==> src/rtl/imul_operand_packer.sv <==
// -----------------------------------------------------------------------------
// imul_operand_packer
//
// Feeds requests to the iterative multiplier. Operand words arrive one at a
// time on a val/rdy stream, A first and then B. Each pair is packed into one
// request {A, B}, which matches the multiplier's istream_msg layout. Completed
// requests wait in a small FIFO and leave on a val/rdy output stream.
//
// Ports:
//   clk        rising-edge clock
//   rst        asynchronous active-high reset
//   in_val     upstream word valid
//   in_rdy     packer can accept a word this cycle
//   in_msg     operand word (two's complement, passed through unchanged)
//   out_val    FIFO head holds a valid packed request
//   out_rdy    multiplier accepts the head request
//   out_msg    packed request {A, B}
//   count      number of requests currently held in the FIFO
//   a_pending  operand A captured, waiting for B
// -----------------------------------------------------------------------------
module imul_operand_packer #(
  parameter int DEPTH  = 4,
  parameter int WORD_W = 32
) (
  input  logic                         clk,
  input  logic                         rst,
  input  logic                         in_val,
  output logic                         in_rdy,
  input  logic [WORD_W-1:0]            in_msg,
  output logic                         out_val,
  input  logic                         out_rdy,
  output logic [2*WORD_W-1:0]          out_msg,
  output logic [$clog2(DEPTH+1)-1:0]   count,
  output logic                         a_pending
);

  localparam int PTR_W = $clog2(DEPTH);
  localparam int CNT_W = $clog2(DEPTH+1);
  localparam logic [CNT_W-1:0] FULL_COUNT = CNT_W'(DEPTH);
  localparam logic [PTR_W-1:0] LAST_PTR   = PTR_W'(DEPTH - 1);

  typedef enum logic {
    WAIT_A = 1'b0,
    WAIT_B = 1'b1
  } state_t;

  state_t                  state;
  logic [WORD_W-1:0]       a_reg;
  logic [PTR_W-1:0]        wr_ptr;
  logic [PTR_W-1:0]        rd_ptr;
  logic [2*WORD_W-1:0]     storage [DEPTH];

  logic word_xfer;
  logic push;
  logic pop;

  // in_rdy is derived only from registered state and count. A pop on this
  // edge frees a slot that becomes visible one cycle later, so out_rdy never
  // reaches in_rdy combinationally.
  assign in_rdy    = (state == WAIT_A) || (count != FULL_COUNT);
  assign a_pending = (state == WAIT_B);
  assign out_val   = (count != '0);
  assign out_msg   = storage[rd_ptr];

  assign word_xfer = in_val && in_rdy;
  assign push      = word_xfer && (state == WAIT_B);
  assign pop       = out_val && out_rdy;

  // NOTE: sequential state uses non-blocking assignments only, so every
  // register samples the values from before the edge regardless of order.
  always_ff @(posedge clk or posedge rst) begin
    if (rst) begin
      state  <= WAIT_A;
      a_reg  <= '0;
      wr_ptr <= '0;
      rd_ptr <= '0;
      count  <= '0;
    end else begin
      case (state)
        WAIT_A: if (word_xfer) begin
          a_reg <= in_msg;
          state <= WAIT_B;
        end
        WAIT_B: if (word_xfer) begin
          state <= WAIT_A;
        end
        default: state <= WAIT_A;
      endcase

      if (push) wr_ptr <= (wr_ptr == LAST_PTR) ? '0 : wr_ptr + 1'b1;
      if (pop)  rd_ptr <= (rd_ptr == LAST_PTR) ? '0 : rd_ptr + 1'b1;

      // Simultaneous push and pop leaves the occupancy unchanged.
      case ({push, pop})
        2'b10:   count <= count + 1'b1;
        2'b01:   count <= count - 1'b1;
        default: count <= count;
      endcase
    end
  end

  // NOTE: the storage array is reset as well, so out_msg reads zero after
  // reset. Skipping this would save reset routing but leave out_msg undefined.
  always_ff @(posedge clk or posedge rst) begin
    if (rst) begin
      for (int i = 0; i < DEPTH; i++) storage[i] <= '0;
    end else if (push) begin
      storage[wr_ptr] <= {a_reg, in_msg};
    end
  end

endmodule

==> config.mk <==
export PLATFORM = sky130hd
export DESIGN_NAME = imul_operand_packer
export DESIGN_NICKNAME = d
export VERILOG_FILES = /design/src/rtl/imul_operand_packer.sv
export SDC_FILE = /design/constraint.sdc
export NUM_CORES = 1
export LEC_CHECK = 0
export BUFFER_PORTS_ARGS = -buffer_cell sky130_fd_sc_hd__buf_4
export CAP_MARGIN = 20
export CORE_ASPECT_RATIO = 0.75
export CORE_MARGIN = 1.5
export CORE_UTILIZATION = 40
export DETAILED_ROUTE_END_ITERATION = 10
export GPL_TIMING_DRIVEN = 0
export SYNTH_ARGS = -nofsm -noshare
export SYNTH_HDL_FRONTEND = slang
export SYNTH_SLANG_ARGS = --single-unit
==> constraint.sdc <==
create_clock -name clk -period 9.55 [get_ports clk]
set_input_delay 0.955 -clock clk [delete_from_list [all_inputs] [get_ports clk]]
set_output_delay 0.955 -clock clk [all_outputs]
set_load 0.03 [all_outputs]
* Yosys cells after proc, flatten, opt, wreduce, memory -nomap -nowiden
Cells that the tools add are included.
Widths: inputs -> output; s select.
** Word-level totals
- Bits of input ports :: 36
- Register bits after elaboration :: 296
- Output and inout port bits :: 70
- Logic and storage cells :: 44
** Cells by class
- Reductions and logical operators :: 8
- Bitwise operators :: 3
- Magnitude comparators :: 3
- Eq/ne operators :: 5
- Muxes and demuxes :: 12
- $add $sub $neg :: 4
** Operators by type and width (count)
- $bwmux 256 :: 1
- $mux 64 :: 3
- $bmux 64 s2 :: 1
- $demux 64 s2 :: 1
- $eq 2x2->1 const B :: 3
- $ge 3x3->1 const B :: 2
- $not 2->3 :: 2
- $pmux 3 s2 :: 1
- $add 2x1->2 const B :: 2
- $logic_and 1x1->1 :: 4
- $mux 2 :: 2
- $add 3x1->3 const B :: 1
- $lt 3x1->1 const B :: 1
- $ne 3x3->1 const B :: 1
- $reduce_bool 3->1 :: 1
- $sub 3x1->3 const B :: 1
- $eq 2x1->1 const B :: 1
- $mux 1 :: 2
- $pmux 1 s2 :: 1
- $reduce_and 2->1 :: 1
- $reduce_bool 2->1 :: 1
- $logic_or 1x1->1 :: 1
- $not 1->1 :: 1

* Longest topological paths before layout
Gate-level depths: netlist of the first run.
- Depth in word-level cells :: 6
- Gate-level depth with buffers :: 12

* Worst setup path before layout of the first run
No wires, ideal clock.
- Path type :: flip-flop to flip-flop
- From :: reg count[0]
- To :: reg count[2]
- Buffers on the path :: 1
- Arrival :: 2.631 ns
- Setup slack :: 6.839 ns
- Cell stages (with the launch flop) :: 13
- Data required time :: 9.470 ns
- Cell sequence :: dfrtp_1 inv_1 nand4_1 and2_1 ha_1 buf_6 inv_1 ha_1 inv_1 fa_1 xor2_1 nor2_1 xor2_1
** On the way
- Cells in the longest elaborated chain, start to end :: 6
** RTL lines
- start: declaration :: RTL line 33 : output logic [$clog2(DEPTH+1)-1:0] count,
- start signal: assignment :: RTL line 95 : 2'b10: count <= count + 1'b1;
- start signal: assignment :: RTL line 96 : 2'b01: count <= count - 1'b1;
- start signal: assignment :: RTL line 97 : default: count <= count;
- $ne 3x3->1 * :: RTL line 60 : assign in_rdy = (state == WAIT_A) || (count != FULL_COUNT);
- $logic_or 1x1->1 * :: RTL line 60
- named net in_rdy :: RTL line 28 : output logic in_rdy,
- $logic_and 1x1->1 * :: RTL line 65 : assign word_xfer = in_val && in_rdy;
- $logic_and 1x1->1 * :: RTL line 66 : assign push = word_xfer && (state == WAIT_B);
- named net push :: RTL line 54 : logic push;
- $eq 2x1->1 / $eq 2x2->1 (equally long branches) :: RTL line 94 : case ({push, pop})
- $pmux 3 s2 / $reduce_bool 2->1 (equally long branches)
Mark *: on every way through the listed nets, which the timed path passes. The rest lies on a longest branch.
A chain may end at the register's enable or synchronous reset.

* Final worst setup path of the first run
- From :: reg rd_ptr[1]
- To :: out out_msg[33]
** On the way
- Cells in the longest elaborated chain, start to end :: 4
** RTL lines
- start: declaration :: RTL line 50 : logic [PTR_W-1:0] rd_ptr;
- start signal: assignment :: RTL line 91 : if (pop) rd_ptr <= (rd_ptr == LAST_PTR) ? '0 : rd_ptr + 1'b1;
- $not 2->3 (not written as such) :: RTL line 63 : assign out_msg = storage[rd_ptr];
- $bmux 64 s2 :: RTL line 63
- $mux 64 (not written as such) (2 in series) :: RTL line 63
- end: declaration :: RTL line 32 : output logic [2*WORD_W-1:0] out_msg,
No other way between the ends. The select of a mux whose other input is x is not followed.

==> impl_metrics.csv, run 1 <==
group,metric,value,unit
run_status,result_of_the_run,"completed",
clocking,postCtsHoldBufs,0,
power_and_ir_drop,power.switching_fraction,35.54,%
worst_setup_path,critical_path.startpoint,"rd_ptr[1]",
layout,final_net_count,915,
layout,most_common_cell_after_layout_fill_and_taps_aside,"sky130_fd_sc_hd__dfrtp_1",
worst_setup_path,worst-endpoint-required,8.60,ns
clocking,cts_made_buffers,30,
worst_setup_path,worstSetupPathType,"reg -> out",
clocking,clockBufferDepth,3,
worst_setup_path,path_max_fanout,10,
clocking,h-tree-depth,1,
place,post_dp_cell_area,14200,µm²
place,port_buffers,105,
power_and_ir_drop,cellLeakagePower,6.678,nW
layout,post_route_cells_drive_above_1_share,61.74,%
timing,finalWorstPathRequiredPeriod,3.212,ns
floorplan,design.portCount,106,
timing,timing.final.setup_violations,0,
power_and_ir_drop,netSwitchingPower,0.002194,W
worst_setup_path,setup.worst_path.end_class,"primary output",
timing,timing.max_slew.rel_slack,65.73,%
synthesis,synthesis.yosys.warnings,0,
route,postRouteWirelength,26.85,mm
timing,clock-skew-final,0.008517,ns
power_and_ir_drop,internal-power,0.003979,W
floorplan,floorplan.rows,56,
power_and_ir_drop,power.sequential.fraction,36.4,%
route,routed-via-count,6719,
floorplan,die_w,209.7,µm
power_and_ir_drop,finalPower,0.006173,W
timing,grt_setup_unrepaired,"no",
route,drt_pre_antenna_iters,4,
global_routing,first_pass_grt_wire_length,41.95,mm
global_routing,grt_util_all_layers,16.63,%
global_routing,first_global_vias,7022,
clocking,cts_sinks,296,
timing,timing.final.max_slew_violations,0,
clocking,root_buffer,"sky130_fd_sc_hd__clkbuf_16",
place,final_wtd_congestion,0.6851,
clocking,clk-insertion-delay-late,0.56,ns
route,iteration_0_drc_markers,312,
synthesis,synth_area_per_cell,17.56,µm²
floorplan,design.core.area,31390,µm²
synthesis,synth_simple_gate_area_share,0.5076,%
clocking,postCtsSetupRepairBufs,0,
synthesis,flop_and_latch_count_out_of_synthesis,296,
clocking,cts_tree,"built",
synthesis,synth_top_area_share,57.78,%
timing,holdWs,0.4048,ns
power_and_ir_drop,clockPowerShare,17.9,%
layout,layout_common_cells,"296 x sky130_fd_sc_hd__dfrtp_1, 288 x sky130_fd_sc_hd__mux2_2, 107 x sky130_fd_sc_hd__buf_4",
synthesis,synthTopCellsByArea,"sky130_fd_sc_hd__dfrtp_1 58%, sky130_fd_sc_hd__mux2_2 25%, sky130_fd_sc_hd__mux4_2 11%",
worst_hold_path,hold_path.class,"in -> async",
synthesis,synth_fa_ha_area_share,0.9370,%
layout,post-route-cell-area,15120,µm²
power_and_ir_drop,vdd_ir_drop_max,257.7,µV
global_routing,antenna_violations_before_repair,0,
synthesis,synth_top_cell_by_area,"sky130_fd_sc_hd__dfrtp_1",
clocking,cts.clk_slew.worst_paths,0.06,ns
worst_setup_path,crit-reg2reg-launch,"count[0]",
synthesis,synth-seq-area-share,57.78,%
route,detail_route.wl_per_cell,20.78,µm
synthesis,synthXorXnorAreaFrac,0.2050,%
timing,final_cycle_utilization_of_the_critical_path,33.64,%
layout,filler_cell_count,2735,
route,post_drt_via_cell_ratio,5.200,
timing,fmax,0.3113,GHz
synthesis,netlist_instances,730,
layout,combined_area_of_the_multi_input_logic_cells,4938,µm²
place,detailed_place_hpwl,17.49,mm
worst_setup_path,worst_setup_path_start_kind,"flip-flop",
floorplan,design.die.area,33140,µm²
synthesis,largest_family_of_logic_cells_by_synthesized_area,"multiplexers",
layout,sequential_cell_area,7407,µm²
route,drc,0,
layout,largest_register_ff_count,256,
route,final_ant_viol_nets,0,
place,pre_cts_ws,6.762,ns
timing,fin_ws,6.338,ns
clocking,cts-resized-gates,0,
synthesis,synthMuxAreaShare,36.80,%
synthesis,compound_gate_portion_of_the_synthesized_area,0.07809,%
power_and_ir_drop,power.combinational.fraction,45.7,%
run,drv_cap,0,
worst_setup_path,cp_data_arrival_time,2.26,ns
power_and_ir_drop,power_per_cell_area,408.4,nW/µm²
timing,worstMarginPinSlew,0.5140,ns
global_routing,grt_max_degree,97,
synthesis,netlist_area,12820,µm²
synthesis,synth.lib_cells_used.distinct,22,
floorplan,floorplan.initialDensity,40.84,%
synthesis,syn-num-nets,775,
timing,finalHoldViolations,0,
worst_setup_path,rr_worst_depth,12,
global_routing,grt_remaining_overflow,0,
layout,n_antenna_cell,0,
layout,syn_to_final_growth,17.93,%
floorplan,die_h,158.0,µm
[per-stage QoR]
step | setup TNS (ns) | utilization [%] | std cells
finish | 0 | 48.16 | 1292
global route | 0 | 48.16 | 1292
CTS | 0 | 48.16 | 1292
detailed placement | 0 | 45.25 | 1244
global placement | -974.64 | 44.97 | 1241
floorplan | 0 | - | 730
[power groups by stage]
stage | logic, W | clock network (W) | registers (W)
after CTS | 0.00287 | 0.00114 | 0.00225
after global routing | 0.00299 | 0.00120 | 0.00233
after detailed placement | 0.00286 | 0 | 0.00226
after floorplan | 0.00209 | 0 | 0.00215
final | 0.00282 | 0.00111 | 0.00225
after global placement | 0.00282 | 0 | 0.00226
[area by class of cell]
cell class / count / share of cell area [%]
plain buffers: 43 / 2.880
clock buffers: 46 / 5.968
clock inverters: 2 / 0.06621
inverters: 10 / 0.2980
multi-input cells: 381 / 32.67
flip-flops and latches: 296 / 49.00
well taps: 406 / 3.360
repair buffers: 108 / 5.761
[cells by family (layout without fill, tap and decap cells)]
family / after synthesis / count (layout)
compound gates: 2 / 2
xor+xnor: 3 / 3
mux: 355 / 355
simple gates: 12 / 12
fa+ha+maj: 9 / 9
flops: 296 / 296
buf+inv: 53 / 209
[synth_stat cells]
| cell type | number |
|---|---|
| sky130_fd_sc_hd__xnor2_1 | 1 |
| sky130_fd_sc_hd__and2_1 | 1 |
| sky130_fd_sc_hd__buf_2 | 7 |
| sky130_fd_sc_hd__nand2_2 | 4 |
| sky130_fd_sc_hd__clkbuf_8 | 4 |
| sky130_fd_sc_hd__buf_6 | 29 |
| sky130_fd_sc_hd__ha_1 | 8 |
| sky130_fd_sc_hd__mux4_2 | 64 |
| sky130_fd_sc_hd__inv_1 | 10 |
| sky130_fd_sc_hd__xor2_1 | 2 |
| sky130_fd_sc_hd__nand4_1 | 1 |
| sky130_fd_sc_hd__buf_4 | 2 |
| sky130_fd_sc_hd__or3_1 | 2 |
| sky130_fd_sc_hd__dfrtp_1 | 296 |
| sky130_fd_sc_hd__mux2_2 | 288 |
| sky130_fd_sc_hd__mux2_1 | 2 |
| sky130_fd_sc_hd__clkbuf_1 | 1 |
| sky130_fd_sc_hd__o21ai_0 | 2 |
| sky130_fd_sc_hd__mux2i_1 | 1 |
| sky130_fd_sc_hd__nor2_1 | 2 |
| sky130_fd_sc_hd__fa_1 | 1 |
| sky130_fd_sc_hd__nand2_1 | 2 |
[path summary, 6_finish.rpt]
kind	end	slack, ns
worst max-delay path	out_msg[33]	6.34
worst min-delay path	storage[206]	0.40
worst max register to register	count[2]	7.13
worst min register to register	storage[151]	0.50
max in group asynchronous	storage[184]	7.93
min in group clk	storage[151]	0.50
[metal layers]
layer	vias up	wire [µm]	part of all wire [%]	track usage [%]
li1	2992	-	-	-
met1	3609	13570	51	25.15
met2	87	12090	45	25.31
met3	31	767	2.9	2.738
met4	0	423	1.6	3.323
met5	-	0	0	0
[worst max-delay path, stage by stage, from the launching register on]
cell and delay, ns:
sky130_fd_sc_hd__dfrtp_1 0.39, sky130_fd_sc_hd__buf_2 0.32, sky130_fd_sc_hd__buf_2 0.40, sky130_fd_sc_hd__mux4_2 0.39, sky130_fd_sc_hd__buf_4 0.19
(Power assumes the default switching activity.)
==> run 2: changes to the inputs <==
==> constraint.sdc (replaced) <==
create_clock -name clk -period 2.84 [get_ports clk]
set_input_delay 0.284 -clock clk [delete_from_list [all_inputs] [get_ports clk]]
set_output_delay 0.284 -clock clk [all_outputs]
set_load 0.03 [all_outputs]
==> impl_metrics.csv, run 2 (synthesis results as in run 1) <==
group,metric,value,unit
floorplan,floorplan.initialDensity,40.84,%
clocking,cts_sinks,296,
route,post_drt_via_cell_ratio,5.180,
power_and_ir_drop,power_per_cell_area,1361,nW/µm²
clocking,cts_tree,"built",
clocking,clockBufferDepth,3,
place,post_dp_cell_area,14280,µm²
clocking,cts.clk_slew.worst_paths,0.06,ns
place,final_wtd_congestion,0.6966,
layout,post_route_cells_drive_above_1_share,60.28,%
timing,fin_ws,0.3324,ns
global_routing,first_pass_grt_wire_length,43.59,mm
worst_setup_path,setup.worst_path.end_class,"primary output",
floorplan,floorplan.rows,56,
timing,fmax,0.3988,GHz
route,detail_route.wl_per_cell,20.57,µm
timing,grt_setup_unrepaired,"no",
power_and_ir_drop,cellLeakagePower,6.918,nW
layout,post-route-cell-area,15660,µm²
clocking,root_buffer,"sky130_fd_sc_hd__clkbuf_16",
run_status,result_of_the_run,"completed",
global_routing,grt_max_degree,42,
layout,n_antenna_cell,0,
clocking,h-tree-depth,1,
worst_setup_path,worst-endpoint-required,2.56,ns
layout,largest_register_ff_count,256,
global_routing,grt_util_all_layers,17.26,%
place,pre_cts_ws,0.4925,ns
worst_setup_path,cp_data_arrival_time,2.22,ns
clocking,clk-insertion-delay-late,0.57,ns
timing,clock-skew-final,0.02538,ns
floorplan,design.die.area,33140,µm²
power_and_ir_drop,vdd_ir_drop_max,785.7,µV
route,drt_pre_antenna_iters,6,
place,port_buffers,105,
global_routing,antenna_violations_before_repair,0,
worst_hold_path,hold_path.class,"in -> reg",
route,iteration_0_drc_markers,295,
run,drv_cap,0,
worst_setup_path,path_max_fanout,10,
layout,final_net_count,952,
timing,timing.max_slew.rel_slack,70.02,%
route,postRouteWirelength,27.46,mm
clocking,cts_made_buffers,30,
worst_setup_path,worst_setup_path_start_kind,"flip-flop",
floorplan,die_w,209.7,µm
layout,syn_to_final_growth,22.17,%
layout,filler_cell_count,2689,
timing,worstMarginPinSlew,0.4482,ns
floorplan,die_h,158.0,µm
timing,holdWs,0.02760,ns
global_routing,first_global_vias,7286,
route,routed-via-count,6915,
route,drc,0,
timing,timing.final.max_slew_violations,0,
timing,finalWorstPathRequiredPeriod,2.508,ns
timing,finalHoldViolations,0,
floorplan,design.portCount,106,
timing,final_cycle_utilization_of_the_critical_path,88.29,%
layout,layout_common_cells,"296 x sky130_fd_sc_hd__dfrtp_1, 288 x sky130_fd_sc_hd__mux2_2, 107 x sky130_fd_sc_hd__buf_4",
layout,most_common_cell_after_layout_fill_and_taps_aside,"sky130_fd_sc_hd__dfrtp_1",
route,final_ant_viol_nets,0,
worst_setup_path,worstSetupPathType,"reg -> out",
global_routing,grt_remaining_overflow,0,
timing,timing.final.setup_violations,0,
place,detailed_place_hpwl,18.05,mm
floorplan,design.core.area,31390,µm²
==> run 2: cell types whose count changed in the layout (fill, tap and decap cells not counted), moves of 2 or more <==
| cell | delta |
|---|---|
| sky130_fd_sc_hd__clkbuf_1 | -2 |
| sky130_fd_sc_hd__buf_12 | +8 |
| sky130_fd_sc_hd__buf_16 | -3 |
| sky130_fd_sc_hd__dlygate4sd3_1 | +32 |
| sky130_fd_sc_hd__bufinv_16 | +5 |
| sky130_fd_sc_hd__clkinv_2 | +3 |
==> run 2: layer usage <==
| layer | track usage (%) | wire length, µm |
|---|---|---|
| met5 | 0 | 0 |
| met4 | 3.631 | 393 |
| met3 | 2.678 | 976 |
| met2 | 26.04 | 12410 |
| met1 | 26.32 | 13680 |
==> run 2: metrics by stage <==
stage | TNS, ns | power, W | std cells | util, %
floorplan | -407.03 | 0.01425 | 730 | -
global placement | -975.87 | 0.01708 | 1241 | 44.98
detailed placement | 0 | 0.01727 | 1249 | 45.49
CTS | 0 | 0.02162 | 1335 | 49.89
global route | 0 | 0.02255 | 1335 | 49.89
finish | 0 | 0.02132 | 1335 | 49.89
==> run 2: path summary, 6_finish.rpt <==
check | start | to | slack [ns] | cells after the start
worst max-delay path | rd_ptr[1] | out_msg[49] | 0.33 | 4
worst min-delay path | in_msg[7] | storage[7] | 0.03 | 2
worst max register to register | count[0] | count[2] | 0.49 | 12
worst min register to register | storage[46] | storage[46] | 0.50 | 1
max in group asynchronous | rst | storage[157] | 1.33 | 7
min in group asynchronous | rst | storage[206] | 0.23 | 3
==> run 2: area by class of cell <==
class,count,area (µm²),area share (%)
flip-flops and latches,296,7407,47.30
multi-input cells,381,4938,31.54
repair buffers,145,1269,8.102
clock buffers,43,869.6,5.553
well taps,406,508.0,3.244
plain buffers,43,435.4,2.780
clock inverters,11,191.4,1.222
inverters,10,41.29,0.2637
==> run 2: report_power, final <==
| group | total [W] | internal [W] | switching (W) |
|---|---|---|---|
| Sequential | 0.00757 | 0.00635 | 0.00122 |
| Combinational | 0.00954 | 0.00492 | 0.00462 |
| Clock | 0.00421 | 0.00257 | 0.00164 |
==> run 2: timing repair <==
action	CTS	global route
endpoints found under the hold margin	194	0
buffers inserted	0	0
hold buffers	32	0
gates resized for setup	0	0
==> run 2: worst max-delay path: stages (launching register included) <==
cell and delay (ns):
sky130_fd_sc_hd__dfrtp_1 0.38, sky130_fd_sc_hd__buf_2 0.31, sky130_fd_sc_hd__buf_2 0.36, sky130_fd_sc_hd__mux4_2 0.41, sky130_fd_sc_hd__buf_4 0.20
==> run 3: changes to the inputs <==
--- a/config.mk
+++ b/config.mk
@@ -11,7 +11,8 @@
 export CORE_MARGIN = 1.5
 export CORE_UTILIZATION = 40
 export DETAILED_ROUTE_END_ITERATION = 10
-export GPL_TIMING_DRIVEN = 0
+export HOLD_SLACK_MARGIN = 0.08
+export SETUP_SLACK_MARGIN = 0.15
 export SYNTH_ARGS = -nofsm -noshare
 export SYNTH_HDL_FRONTEND = slang
 export SYNTH_SLANG_ARGS = --single-unit
==> impl_metrics.csv, run 3 (synthesis results as in run 1) <==
group,metric,value,unit
layout,post_route_cells_drive_above_1_share,59.36,%
route,detail_route.wl_per_cell,19.90,µm
worst_hold_path,hold_path_depth,4,
route,post_drt_via_cell_ratio,5.126,
global_routing,grt_remaining_overflow,0,
clocking,h-tree-depth,1,
timing,fin_ws,0.3178,ns
place,detailed_place_hpwl,15.52,mm
floorplan,design.die.area,33140,µm²
layout,n_antenna_cell,0,
global_routing,first_pass_grt_wire_length,42.44,mm
worst_setup_path,timing.critical_path.cells,"buf_4, mux4_2, buf_4",
worst_setup_path,rr_worst_depth,11,
place,dp_cells,1223,
global_routing,grt_max_degree,87,
route,postRouteWirelength,26.05,mm
timing,timing.final.max_slew_violations,0,
run_status,result_of_the_run,"completed",
worst_setup_path,crit_path_top_delay_cell,"sky130_fd_sc_hd__dfrtp_4",
layout,final_net_count,929,
place,port_buffers,105,
layout,syn_to_final_growth,19.96,%
clocking,clockBufferDepth,3,
timing,finalHoldViolations,0,
route,drc,0,
clocking,cts-resized-gates,0,
worst_setup_path,setup.worst_path.end_class,"primary output",
worst_setup_path,critPathTopFamily,"flip-flops",
clocking,cts_sinks,296,
run,drv_cap,0,
floorplan,floorplan.rows,56,
clocking,cts.clk_slew.worst_paths,0.06,ns
worst_setup_path,path_depth,3,
power_and_ir_drop,power_per_cell_area,1357,nW/µm²
floorplan,die_h,158.0,µm
layout,largest_register_ff_count,256,
global_routing,grt_util_all_layers,16.50,%
worst_setup_path,worst-endpoint-required,2.56,ns
floorplan,design.portCount,106,
layout,number_of_non_filler_instances_in_the_completed_layout,1309,
global_routing,first_global_vias,7294,
worst_setup_path,cp_data_arrival_time,2.24,ns
worst_setup_path,timing.critical_path.mode_cell,"sky130_fd_sc_hd__buf_4",
worst_setup_path,worstSetupPathType,"reg -> out",
floorplan,floorplan.initialDensity,40.84,%
clocking,clk-insertion-delay-late,0.56,ns
clocking,root_buffer,"sky130_fd_sc_hd__clkbuf_16",
timing,clock-skew-final,0.01705,ns
route,iteration_0_drc_markers,245,
place,pre_cts_ws,0.4368,ns
worst_setup_path,path_max_fanout,15,
timing,final_cycle_utilization_of_the_critical_path,88.81,%
floorplan,die_w,209.7,µm
worst_hold_path,hold_path.class,"in -> reg",
floorplan,design.core.area,31390,µm²
power_and_ir_drop,cellLeakagePower,6.788,nW
route,drt_pre_antenna_iters,4,
worst_setup_path,critical-path-max-stage-delay,0.67,ns
layout,layout_common_cells,"294 x sky130_fd_sc_hd__dfrtp_1, 288 x sky130_fd_sc_hd__mux2_2, 118 x sky130_fd_sc_hd__buf_4",
place,post_dp_cell_area,14050,µm²
clocking,cts_made_buffers,30,
layout,most_common_cell_after_layout_fill_and_taps_aside,"sky130_fd_sc_hd__dfrtp_1",
route,final_ant_viol_nets,0,
worst_setup_path,timing.critical_path.buf_inv,2,
timing,fmax,0.3965,GHz
global_routing,antenna_violations_before_repair,0,
timing,timing.max_slew.rel_slack,58.56,%
power_and_ir_drop,vdd_ir_drop_max,667.9,µV
timing,worstMarginPinSlew,0.6203,ns
timing,grt_setup_unrepaired,"no",
layout,post-route-cell-area,15380,µm²
clocking,cts_tree,"built",
timing,timing.final.setup_violations,0,
worst_setup_path,worst_setup_path_start_kind,"flip-flop",
timing,finalWorstPathRequiredPeriod,2.522,ns
timing,holdWs,0.1511,ns
route,routed-via-count,6710,
place,final_wtd_congestion,0.7015,
[run 3: area by class of cell]
type / count / area, µm²
clock buffers: 44 / 884.6
clock inverters: 7 / 85.08
fillers: 2711 / 16010
inverters: 10 / 41.29
multi-input cells: 381 / 4961
flip-flops and latches: 296 / 7415
well taps: 406 / 508.0
repair buffers: 165 / 1483
[run 3: repair_timing]
item | CTS | global route
setup buffers | 2 | 0
endpoints found under the hold margin | 171 | 0
hold buffers | 33 | 0
setup endpoints to repair | 8 | 0
[run 3: worst paths after layout]
path                           endpoint  slack, ns         start
max                          out_msg[9]       0.32     rd_ptr[1]
max reg2reg                    count[2]       0.44      count[0]
min                           a_pending       0.15        in_val
min in group asynchronous     a_reg[22]       0.38           rst
max in group asynchronous   storage[74]       1.64           rst
min reg2reg                storage[152]       0.50  storage[152]
[run 3: power breakdown]
| part | internal (W) | total, W | switching (W) |
|---|---|---|---|
| clock | 0.00231 | 0.00391 | 0.00160 |
| combinational | 0.00485 | 0.00929 | 0.00444 |
| sequential | 0.00636 | 0.00767 | 0.00131 |
| total | 0.0135 | 0.0209 | 0.00735 |
[run 3: stage by stage]
| step | util [%] | TNS (ns) | total power (W) |
|---|---|---|---|
| detailed placement | 44.76 | 0 | 0.01707 |
| finish | 48.99 | 0 | 0.02087 |
| floorplan | - | -407.03 | 0.01425 |
| global route | 48.99 | 0 | 0.02214 |
| global placement | 44.76 | 0 | 0.01693 |
| CTS | 48.99 | 0 | 0.02118 |
[run 3: metal layers]
layer / part of all wire (%) / GRT usage (%) / up-vias
met1: 50 / 24.90 / 3578
met2: 44 / 24.66 / 85
met5: 0 / 0 / -
met4: 1.7 / 3.392 / 0
met3: 3.6 / 3.313 / 27
li1: - / - / 3020
[run 3: worst register-to-register path, cell delays in order, from the launching register on]
cell,delay [ns]
sky130_fd_sc_hd__dfrtp_1,0.41
sky130_fd_sc_hd__inv_1,0.11
sky130_fd_sc_hd__nand4_1,0.10
sky130_fd_sc_hd__and2_1,0.17
sky130_fd_sc_hd__ha_1,0.35
sky130_fd_sc_hd__inv_1,0.14
sky130_fd_sc_hd__ha_1,0.19
sky130_fd_sc_hd__inv_1,0.06
sky130_fd_sc_hd__fa_1,0.37
sky130_fd_sc_hd__xor2_1,0.15
sky130_fd_sc_hd__nor2_1,0.11
sky130_fd_sc_hd__xor2_1,0.15
